## src/rtl/i2c_slave.sv

```systemverilog
// I2C target (slave) controller with a 7-bit address match.
// SCL and SDA are oversampled on clk. START, STOP and SCL edges are decoded from
// the synchronized copies. The block handles address, write and read phases,
// and drives SDA through an open-drain enable.

module i2c_slave #(
    parameter logic [6:0] SLV_ADDR = 7'h42
) (
    input  logic       clk,
    input  logic       rst_n,
    input  logic       i_scl,
    input  logic       i_sda,
    output logic       o_sda_oe,
    input  logic [7:0] tx_data,
    output logic       tx_load,
    output logic [7:0] rx_data,
    output logic       rx_valid,
    output logic       rw,
    output logic       busy
);

    typedef enum logic [2:0] {
        IDLE,
        ADDR,
        ADDR_ACK,
        RX,
        RX_ACK,
        TX,
        TX_ACK,
        WAIT
    } state_t;

    // Synchronizer stages: meta -> sync, with prev kept for edge detection.
    logic scl_meta_q, scl_meta_d;
    logic scl_sync_q, scl_sync_d;
    logic scl_prev_q, scl_prev_d;
    logic sda_meta_q, sda_meta_d;
    logic sda_sync_q, sda_sync_d;
    logic sda_prev_q, sda_prev_d;

    // Protocol state.
    state_t     state_q, state_d;
    logic [2:0] bit_cnt_q, bit_cnt_d;
    logic [7:0] shift_q, shift_d;
    logic       sda_oe_q, sda_oe_d;
    logic       rw_q, rw_d;
    logic       busy_q, busy_d;
    logic [7:0] rx_data_q, rx_data_d;
    logic       rx_pend_q, rx_pend_d;
    logic       rx_valid_q, rx_valid_d;
    logic       tx_load_q, tx_load_d;
    logic       ack_seen_q, ack_seen_d;

    // Decoded bus events.
    logic scl_rise;
    logic scl_fall;
    logic scl_steady_high;
    logic start_evt;
    logic stop_evt;

    // START and STOP are only recognized while SCL is stable high across both
    // samples. An SDA change that coincides with an SCL edge therefore decodes
    // as the SCL edge alone.
    always_comb begin
        scl_rise        = scl_sync_q & ~scl_prev_q;
        scl_fall        = ~scl_sync_q & scl_prev_q;
        scl_steady_high = scl_sync_q & scl_prev_q;
        start_evt       = scl_steady_high & ~sda_sync_q & sda_prev_q;
        stop_evt        = scl_steady_high & sda_sync_q & ~sda_prev_q;
    end

    // Next-state logic for the synchronizers and the protocol engine.
    always_comb begin
        scl_meta_d = i_scl;
        scl_sync_d = scl_meta_q;
        scl_prev_d = scl_sync_q;
        sda_meta_d = i_sda;
        sda_sync_d = sda_meta_q;
        sda_prev_d = sda_sync_q;

        state_d    = state_q;
        bit_cnt_d  = bit_cnt_q;
        shift_d    = shift_q;
        sda_oe_d   = sda_oe_q;
        rw_d       = rw_q;
        busy_d     = busy_q;
        rx_data_d  = rx_data_q;
        rx_pend_d  = 1'b0;
        rx_valid_d = rx_pend_q;
        tx_load_d  = 1'b0;
        ack_seen_d = ack_seen_q;

        if (start_evt) begin
            state_d    = ADDR;
            bit_cnt_d  = 3'd7;
            sda_oe_d   = 1'b0;
            busy_d     = 1'b0;
            ack_seen_d = 1'b0;
        end else if (stop_evt) begin
            state_d    = IDLE;
            bit_cnt_d  = 3'd7;
            sda_oe_d   = 1'b0;
            busy_d     = 1'b0;
            ack_seen_d = 1'b0;
        end else begin
            case (state_q)
                IDLE: begin
                    sda_oe_d = 1'b0;
                end

                ADDR: begin
                    if (scl_rise) begin
                        shift_d = {shift_q[6:0], sda_sync_q};
                        if (bit_cnt_q == 3'd0) begin
                            bit_cnt_d = 3'd7;
                            if (shift_q[6:0] == SLV_ADDR) begin
                                rw_d    = sda_sync_q;
                                busy_d  = 1'b1;
                                state_d = ADDR_ACK;
                            end else begin
                                sda_oe_d = 1'b0;
                                state_d  = WAIT;
                            end
                        end else begin
                            bit_cnt_d = bit_cnt_q - 3'd1;
                        end
                    end
                end

                ADDR_ACK: begin
                    if (scl_fall) begin
                        if (!sda_oe_q) begin
                            sda_oe_d = 1'b1;
                        end else if (rw_q) begin
                            shift_d   = {tx_data[6:0], 1'b0};
                            sda_oe_d  = ~tx_data[7];
                            tx_load_d = 1'b1;
                            bit_cnt_d = 3'd7;
                            state_d   = TX;
                        end else begin
                            sda_oe_d  = 1'b0;
                            bit_cnt_d = 3'd7;
                            state_d   = RX;
                        end
                    end
                end

                RX: begin
                    if (scl_rise) begin
                        shift_d = {shift_q[6:0], sda_sync_q};
                        if (bit_cnt_q == 3'd0) begin
                            rx_data_d = {shift_q[6:0], sda_sync_q};
                            rx_pend_d = 1'b1;
                            bit_cnt_d = 3'd7;
                            state_d   = RX_ACK;
                        end else begin
                            bit_cnt_d = bit_cnt_q - 3'd1;
                        end
                    end
                end

                RX_ACK: begin
                    if (scl_fall) begin
                        if (!sda_oe_q) begin
                            sda_oe_d = 1'b1;
                        end else begin
                            sda_oe_d  = 1'b0;
                            bit_cnt_d = 3'd7;
                            state_d   = RX;
                        end
                    end
                end

                TX: begin
                    if (scl_fall) begin
                        if (bit_cnt_q == 3'd0) begin
                            sda_oe_d   = 1'b0;
                            bit_cnt_d  = 3'd7;
                            ack_seen_d = 1'b0;
                            state_d    = TX_ACK;
                        end else begin
                            sda_oe_d  = ~shift_q[7];
                            shift_d   = {shift_q[6:0], 1'b0};
                            bit_cnt_d = bit_cnt_q - 3'd1;
                        end
                    end
                end

                TX_ACK: begin
                    if (scl_rise) begin
                        if (sda_sync_q) begin
                            sda_oe_d = 1'b0;
                            busy_d   = 1'b0;
                            state_d  = WAIT;
                        end else begin
                            ack_seen_d = 1'b1;
                        end
                    end else if (scl_fall && ack_seen_q) begin
                        shift_d    = {tx_data[6:0], 1'b0};
                        sda_oe_d   = ~tx_data[7];
                        tx_load_d  = 1'b1;
                        bit_cnt_d  = 3'd7;
                        ack_seen_d = 1'b0;
                        state_d    = TX;
                    end
                end

                WAIT: begin
                    sda_oe_d = 1'b0;
                end

                default: begin
                    sda_oe_d = 1'b0;
                    state_d  = IDLE;
                end
            endcase
        end
    end

    // Register all state. A synchronous reset parks the engine in IDLE with SDA released.
    always_ff @(posedge clk) begin
        if (!rst_n) begin
            scl_meta_q <= 1'b1;
            scl_sync_q <= 1'b1;
            scl_prev_q <= 1'b1;
            sda_meta_q <= 1'b1;
            sda_sync_q <= 1'b1;
            sda_prev_q <= 1'b1;
            state_q    <= IDLE;
            bit_cnt_q  <= 3'd7;
            shift_q    <= 8'h00;
            sda_oe_q   <= 1'b0;
            rw_q       <= 1'b0;
            busy_q     <= 1'b0;
            rx_data_q  <= 8'h00;
            rx_pend_q  <= 1'b0;
            rx_valid_q <= 1'b0;
            tx_load_q  <= 1'b0;
            ack_seen_q <= 1'b0;
        end else begin
            scl_meta_q <= scl_meta_d;
            scl_sync_q <= scl_sync_d;
            scl_prev_q <= scl_prev_d;
            sda_meta_q <= sda_meta_d;
            sda_sync_q <= sda_sync_d;
            sda_prev_q <= sda_prev_d;
            state_q    <= state_d;
            bit_cnt_q  <= bit_cnt_d;
            shift_q    <= shift_d;
            sda_oe_q   <= sda_oe_d;
            rw_q       <= rw_d;
            busy_q     <= busy_d;
            rx_data_q  <= rx_data_d;
            rx_pend_q  <= rx_pend_d;
            rx_valid_q <= rx_valid_d;
            tx_load_q  <= tx_load_d;
            ack_seen_q <= ack_seen_d;
        end
    end

    // Every output comes straight from a flop.
    always_comb begin
        o_sda_oe = sda_oe_q;
        tx_load  = tx_load_q;
        rx_data  = rx_data_q;
        rx_valid = rx_valid_q;
        rw       = rw_q;
        busy     = busy_q;
    end

endmodule
```

## config.mk

```make
export PLATFORM = sky130hd
export DESIGN_NAME = i2c_slave
export DESIGN_NICKNAME = d
export VERILOG_FILES = /design/src/rtl/i2c_slave.sv
export SDC_FILE = /design/constraint.sdc
export NUM_CORES = 1
export LEC_CHECK = 0
export CAP_MARGIN = 20
export CORE_UTILIZATION = 30
export CTS_CLUSTER_SIZE = 8
export DETAILED_ROUTE_END_ITERATION = 12
export PLACE_DENSITY = 0.54
export SYNTH_ARGS = -nofsm -noshare
export SYNTH_HDL_FRONTEND = slang
export SYNTH_SLANG_ARGS = --single-unit
```

## constraint.sdc

```tcl
create_clock -name clk -period 2.3 [get_ports clk]
set_input_delay 0.46 -clock clk [delete_from_list [all_inputs] [get_ports clk]]
set_output_delay 0.46 -clock clk [all_outputs]
set_load 0.01 [all_outputs]
```

After elaboration in Yosys (flattened, before gate mapping)
Index checks and enable logic that the tools add are counted.
- register bits: 35
- bits in latches: 0
- memory bits (writable): 0
- memory bits (read-only): 0
- input bits: 12
- output and inout port bits: 13
- word-level logic and storage cells: 172
- memories: 0
- $add $sub $neg: 1
- $mul: 0
- divide/modulo/power cells: 0
- order comparisons: 0
- eq/ne operators: 44
- shifts and indexed selects: 0
- multiplexer cells: 67
- bitwise operators: 18
- reduce and logical (&&, ||, !) cells: 24
- operators by type and width (kind ; count):
    two-way mux 3 bit ; 22
    two-way mux 8 bit ; 8
    != test 4 bit (second input constant) ; 10
    != test 2 bit (second input constant) ; 18
    one-hot mux 8 bit (4 select lines) ; 1
    two-way mux 1 bit ; 30
    AND reduction 13 bit ; 2
    one-hot mux 3 bit (6 select lines) ; 1
    equality test 3 bit (second input constant) ; 4
    one-hot mux 3 bit (4 select lines) ; 1
    AND reduction 6 bit ; 2
    nonzero test 6 bit ; 2
    NOT 1 bit ; 11
    AND reduction 11 bit ; 1
    != test 5 bit (second input constant) ; 2
    AND reduction 5 bit ; 2
    != test 3 bit (second input constant) ; 3
    AND reduction 9 bit ; 1
    nonzero test 4 bit ; 2
    nonzero test 8 bit ; 1
    AND 1 bit ; 7
    equality test 7 bit (second input constant) ; 1
    AND reduction 7 bit ; 1
    equality test 3 x 2 -> 1 bit (second input constant) ; 2
    other kinds (11) ; 19

Depth between registers and ports, before layout
Gate-level depths: netlist of run 1.
- word-level depth: 8
- depth in mapped cells: 9

Least setup slack after synthesis of run 1
OpenSTA, ideal clock, no wires.
- path type: flip-flop to flip-flop
- start point: reg bit_cnt_q[0]
- end point: reg shift_q[1]
- arrival time: 1684 ps
- required time: 2218 ps
- slack: 534 ps
- stages on the path, launching flop included: 10
- path buffers: 2
- period minus slack after synthesis: 1766 ps
- path through: dfxtp_1 -> inv_1 -> ha_1 -> nand2b_1 -> nor3_1 -> a211o_1 -> buf_6 -> or2_1 -> buf_6 -> a211oi_2
- word-level cells in the longest chain between the ends: 3
- RTL lines (element ; RTL line ; text):
    start: declaration ; 43 ; logic [2:0] bit_cnt_q, bit_cnt_d;
    start signal: assignment ; 248 ; bit_cnt_q <= bit_cnt_d;
    zero test 3 bit ; 176 ; if (bit_cnt_q == 3'd0) begin
    != test 2 bit (no line) ; n/a ;
    AND reduction 11 bit (no line) ; n/a ;
    end signal: assignment ; 249 ; shift_q <= shift_d;
    end: declaration ; 44 ; logic [7:0] shift_q, shift_d;
No other way between the ends.
A chain may end at the register's enable or synchronous reset.

Final worst setup path of run 1
- start point: reg state_q[2]
- end point: reg shift_q[7]
- word-level cells in the longest chain between the ends: 4
- elaborated cells on any way between the ends: 17
- classes of those cells: 13 x eq/ne; 1 x mux; 3 x reduce/logical
- RTL lines (element ; RTL line ; text):
    start: declaration ; 42 ; state_t state_q, state_d;
    start signal: assignment ; 247 ; state_q <= state_d;
    equality test 3 x 2 -> 1 bit or equality test 3 x 1 -> 1 bit (tied branches) ; 106 ; case (state_q)
    OR reduction 2 bit (no line) ; n/a ;
    nonzero test 4 bit (no line) or != test 2 x 1 -> 1 bit (tied branches) ; n/a ;
    AND reduction 11 bit (no line) ; n/a ;
Several ways; a longest one is shown, not always the timed one.

==> results.json, run 1 <==
{
  "synth_area_leader_cell": "dfxtp_1",
  "worst_pin_slew_ps": 483.2,
  "clk_latency_ps": 290,
  "antenna_left": 0,
  "timing.setup.tns_ps": 0,
  "worst_setup_path_start_kind": "flip-flop",
  "core_area_sq_um": 5956,
  "cts.clk_slew.worst_paths_ps": 80,
  "root_buffer": "clkbuf_8",
  "total_power_mw": 1.277,
  "cp.required_ps": 2470,
  "antenna_found_initial": 0,
  "postCtsHoldBufs": 0,
  "grt_max_degree": 19,
  "synth_warnings": 0,
  "whs_ps": 409.9,
  "finalCriticalPeriod_ps": 2148,
  "crit_fanout": 11,
  "row_count": 28,
  "hold_class": "flip-flop to flip-flop",
  "yosysUniqueCellTypes": 51,
  "cts-buffers-inserted": 5,
  "grt-ovfl-total": 0,
  "sw_frac_of_total": 0.2625,
  "max_slew_margin": 0.6772,
  "drv_cap": 0,
  "gr-usage-all-layers": 0.1525,
  "cts_tree": "built",
  "layout.nets": 252,
  "via_per_inst": 5.025,
  "pre_cts_ws_ps": 173.1,
  "setup_ws_ps": 151.7,
  "synth-main-ff-cell": "dfxtp_1",
  "synth_top_area_share": 0.3766,
  "drt_iter0_markers": 88,
  "netlist_instances": 213,
  "powerDensity_nw_per_um2": 564.3,
  "setup_viol": 0,
  "drive_gt1_frac": 0.1632,
  "rsz0062_at_grt": "false",
  "internal_power_mw": 0.9415,
  "drc": 0,
  "p_leak_nw": 0.8000,
  "fmax_ghz": 0.4655,
  "wl_per_cell_microns": 14.20,
  "portBuffers": 24,
  "wl_microns": 4459,
  "area_growth_pct": 21.59,
  "dr.pass1.iters": 4,
  "grt_pass1_vias": 1502,
  "vdd_drop_max_uv": 297.2,
  "diodes": 0,
  "h-tree-depth": 2,
  "combPwrFrac": 0.117,
  "slew_viol_final": 0,
  "worstPathArrival_ps": 2310,
  "p_sw_mw": 0.3352,
  "async_reset_ff_frac": 0,
  "grt_pass1_wl_microns": 7369,
  "initial_core_util": 0.3124,
  "vias": 1578,
  "yosysMostFrequentCell": "dfxtp_1",
  "die_area_sq_um": 6521,
  "cts_resized": 0,
  "die_h_microns": 80.75,
  "io_pins": 25,
  "die_w_microns": 80.75,
  "cts_setup_buffers": 0,
  "critPathKind": "flip-flop to flip-flop",
  "clockBufferDepth": 2,
  "synth_fp_nets": 227,
  "syn_area_sq_um": 1861,
  "status": "finished clean",
  "utilization": 0.3798,
  "ys_seq_elements": 35,
  "dp_hpwl_microns": 3187,
  "synth_edf_count": 0,
  "cp-end-kind": "flip-flop",
  "avgSynthCellArea_sq_um": 8.735,
  "p_clk_frac": 0.382,
  "fin_crit_sh": 0.9340,
  "hold_viol": 0,
  "synthTopCellsByCount": "dfxtp_1 (35), nor2_1 (26), a21oi_1 (16)",
  "ys_top_cells_by_area": "dfxtp_1 (38%), nor2_1 (5.2%), a211oi_2 (4.7%), a21oi_1 (4.3%), mux2_2 (4.2%)",
  "seqPwrFrac": 0.500,
  "cts.sinks": 35,
  "gp_congestion": 0.8848,
  "finalClockSkew_ps": 4.312,
  "synth.yosys.seq_area_share": 0.3766
}
==> worst paths after layout <==
path              startpoint    endpoint  slack [ps]  depth (start not counted)
setup reg to reg  state_q[2]  shift_q[7]         150                          5
hold reg to reg   scl_meta_q  scl_prev_d         410                          1
hold / removal    scl_meta_q  scl_prev_d         410                          1
setup / recovery  state_q[2]  shift_q[7]         150                          5
==> layout by cell type (no fill, tap or decap), drive strengths merged, types with 3 or more instances in the layout <==
cell type / instances
mux2i: 4
dfxtp: 35
a211oi: 8
clkdlybuf4s50: 24
a311oi: 3
nand2: 8
nor2: 26
nand3: 6
clkbuf: 6
nor3: 13
nand4b: 3
buf: 10
nor2b: 5
nand2b: 11
nor4bb: 3
o21ai: 5
inv: 11
a21oi: 16
mux2: 7
==> worst max-delay path, stage by stage, from the launching register on <==
cell	delay, ps
dfxtp_1	520
a21oi_1	100
or4_1	680
o21ai_4	180
or2_1	410
a211oi_2	130
==> flip-flops by register name, summed over array words and instances, names as in the netlist, 3 cells and up <==
register   cells
rx_data        8
shift_q        8
bit_cnt_q      3
state_q        3
==> cells by family (layout without fill, tap and decap cells) <==
group,after synthesis,after routing,synth area share
simple gates,85,85,0.2428
compound gates,50,50,0.2125
flops,35,35,0.3766
buf+inv,28,54,0.08137
mux,11,11,0.06389
fa+ha+maj,2,2,0.01345
xor+xnor,2,2,0.009417
==> power by group through the flow <==
stage               Clock [mW]  Combinational, mW  Sequential (mW)
floorplan                    0              0.114            0.645
global placement             0              0.151            0.652
detailed placement           0              0.150            0.653
CTS                      0.508              0.151            0.639
global route             0.541              0.165            0.642
finish                   0.488              0.150            0.639
==> final cells by class <==
| class | instances | area (sq um) |
|---|---|---|
| Inverter | 12 | 45.04 |
| Tap cell | 75 | 93.84 |
| Timing Repair Buffer | 34 | 315.3 |
| Clock inverter | 2 | 16.27 |
| Clock buffer | 6 | 82.58 |
| Fill cell | 644 | 3694 |
| Multi-Input combinational cell | 150 | 1008 |
| Sequential cell | 35 | 700.7 |
==> layer usage <==
metal | up-vias | routed length (microns) | track usage
met4 | 0 | 68 | 0.06607
met1 | 724 | 2196 | 0.2042
li1 | 806 | - | -
met5 | - | 0 | 0
met2 | 42 | 1947 | 0.2297
met3 | 6 | 247 | 0.04045
==> through the flow <==
step	cells	area [sq um]
floorplan	213	1861
global placement	306	2163
detailed placement	306	2163
CTS	314	2262
global route	314	2262
finish	314	2262
(Power assumes the default switching activity.)
==> inputs of run 2 (changes only) <==
- SKIP_CTS_REPAIR_TIMING: not set -> 1
==> results of run 2 <==
No change in the layout: final DEF, timing and power equal those of run 1.
==> inputs of run 3 (changes only) <==
- TNS_END_PERCENT: not set -> 30
==> results of run 3 <==
No change in the layout: final DEF, timing and power equal those of run 1.
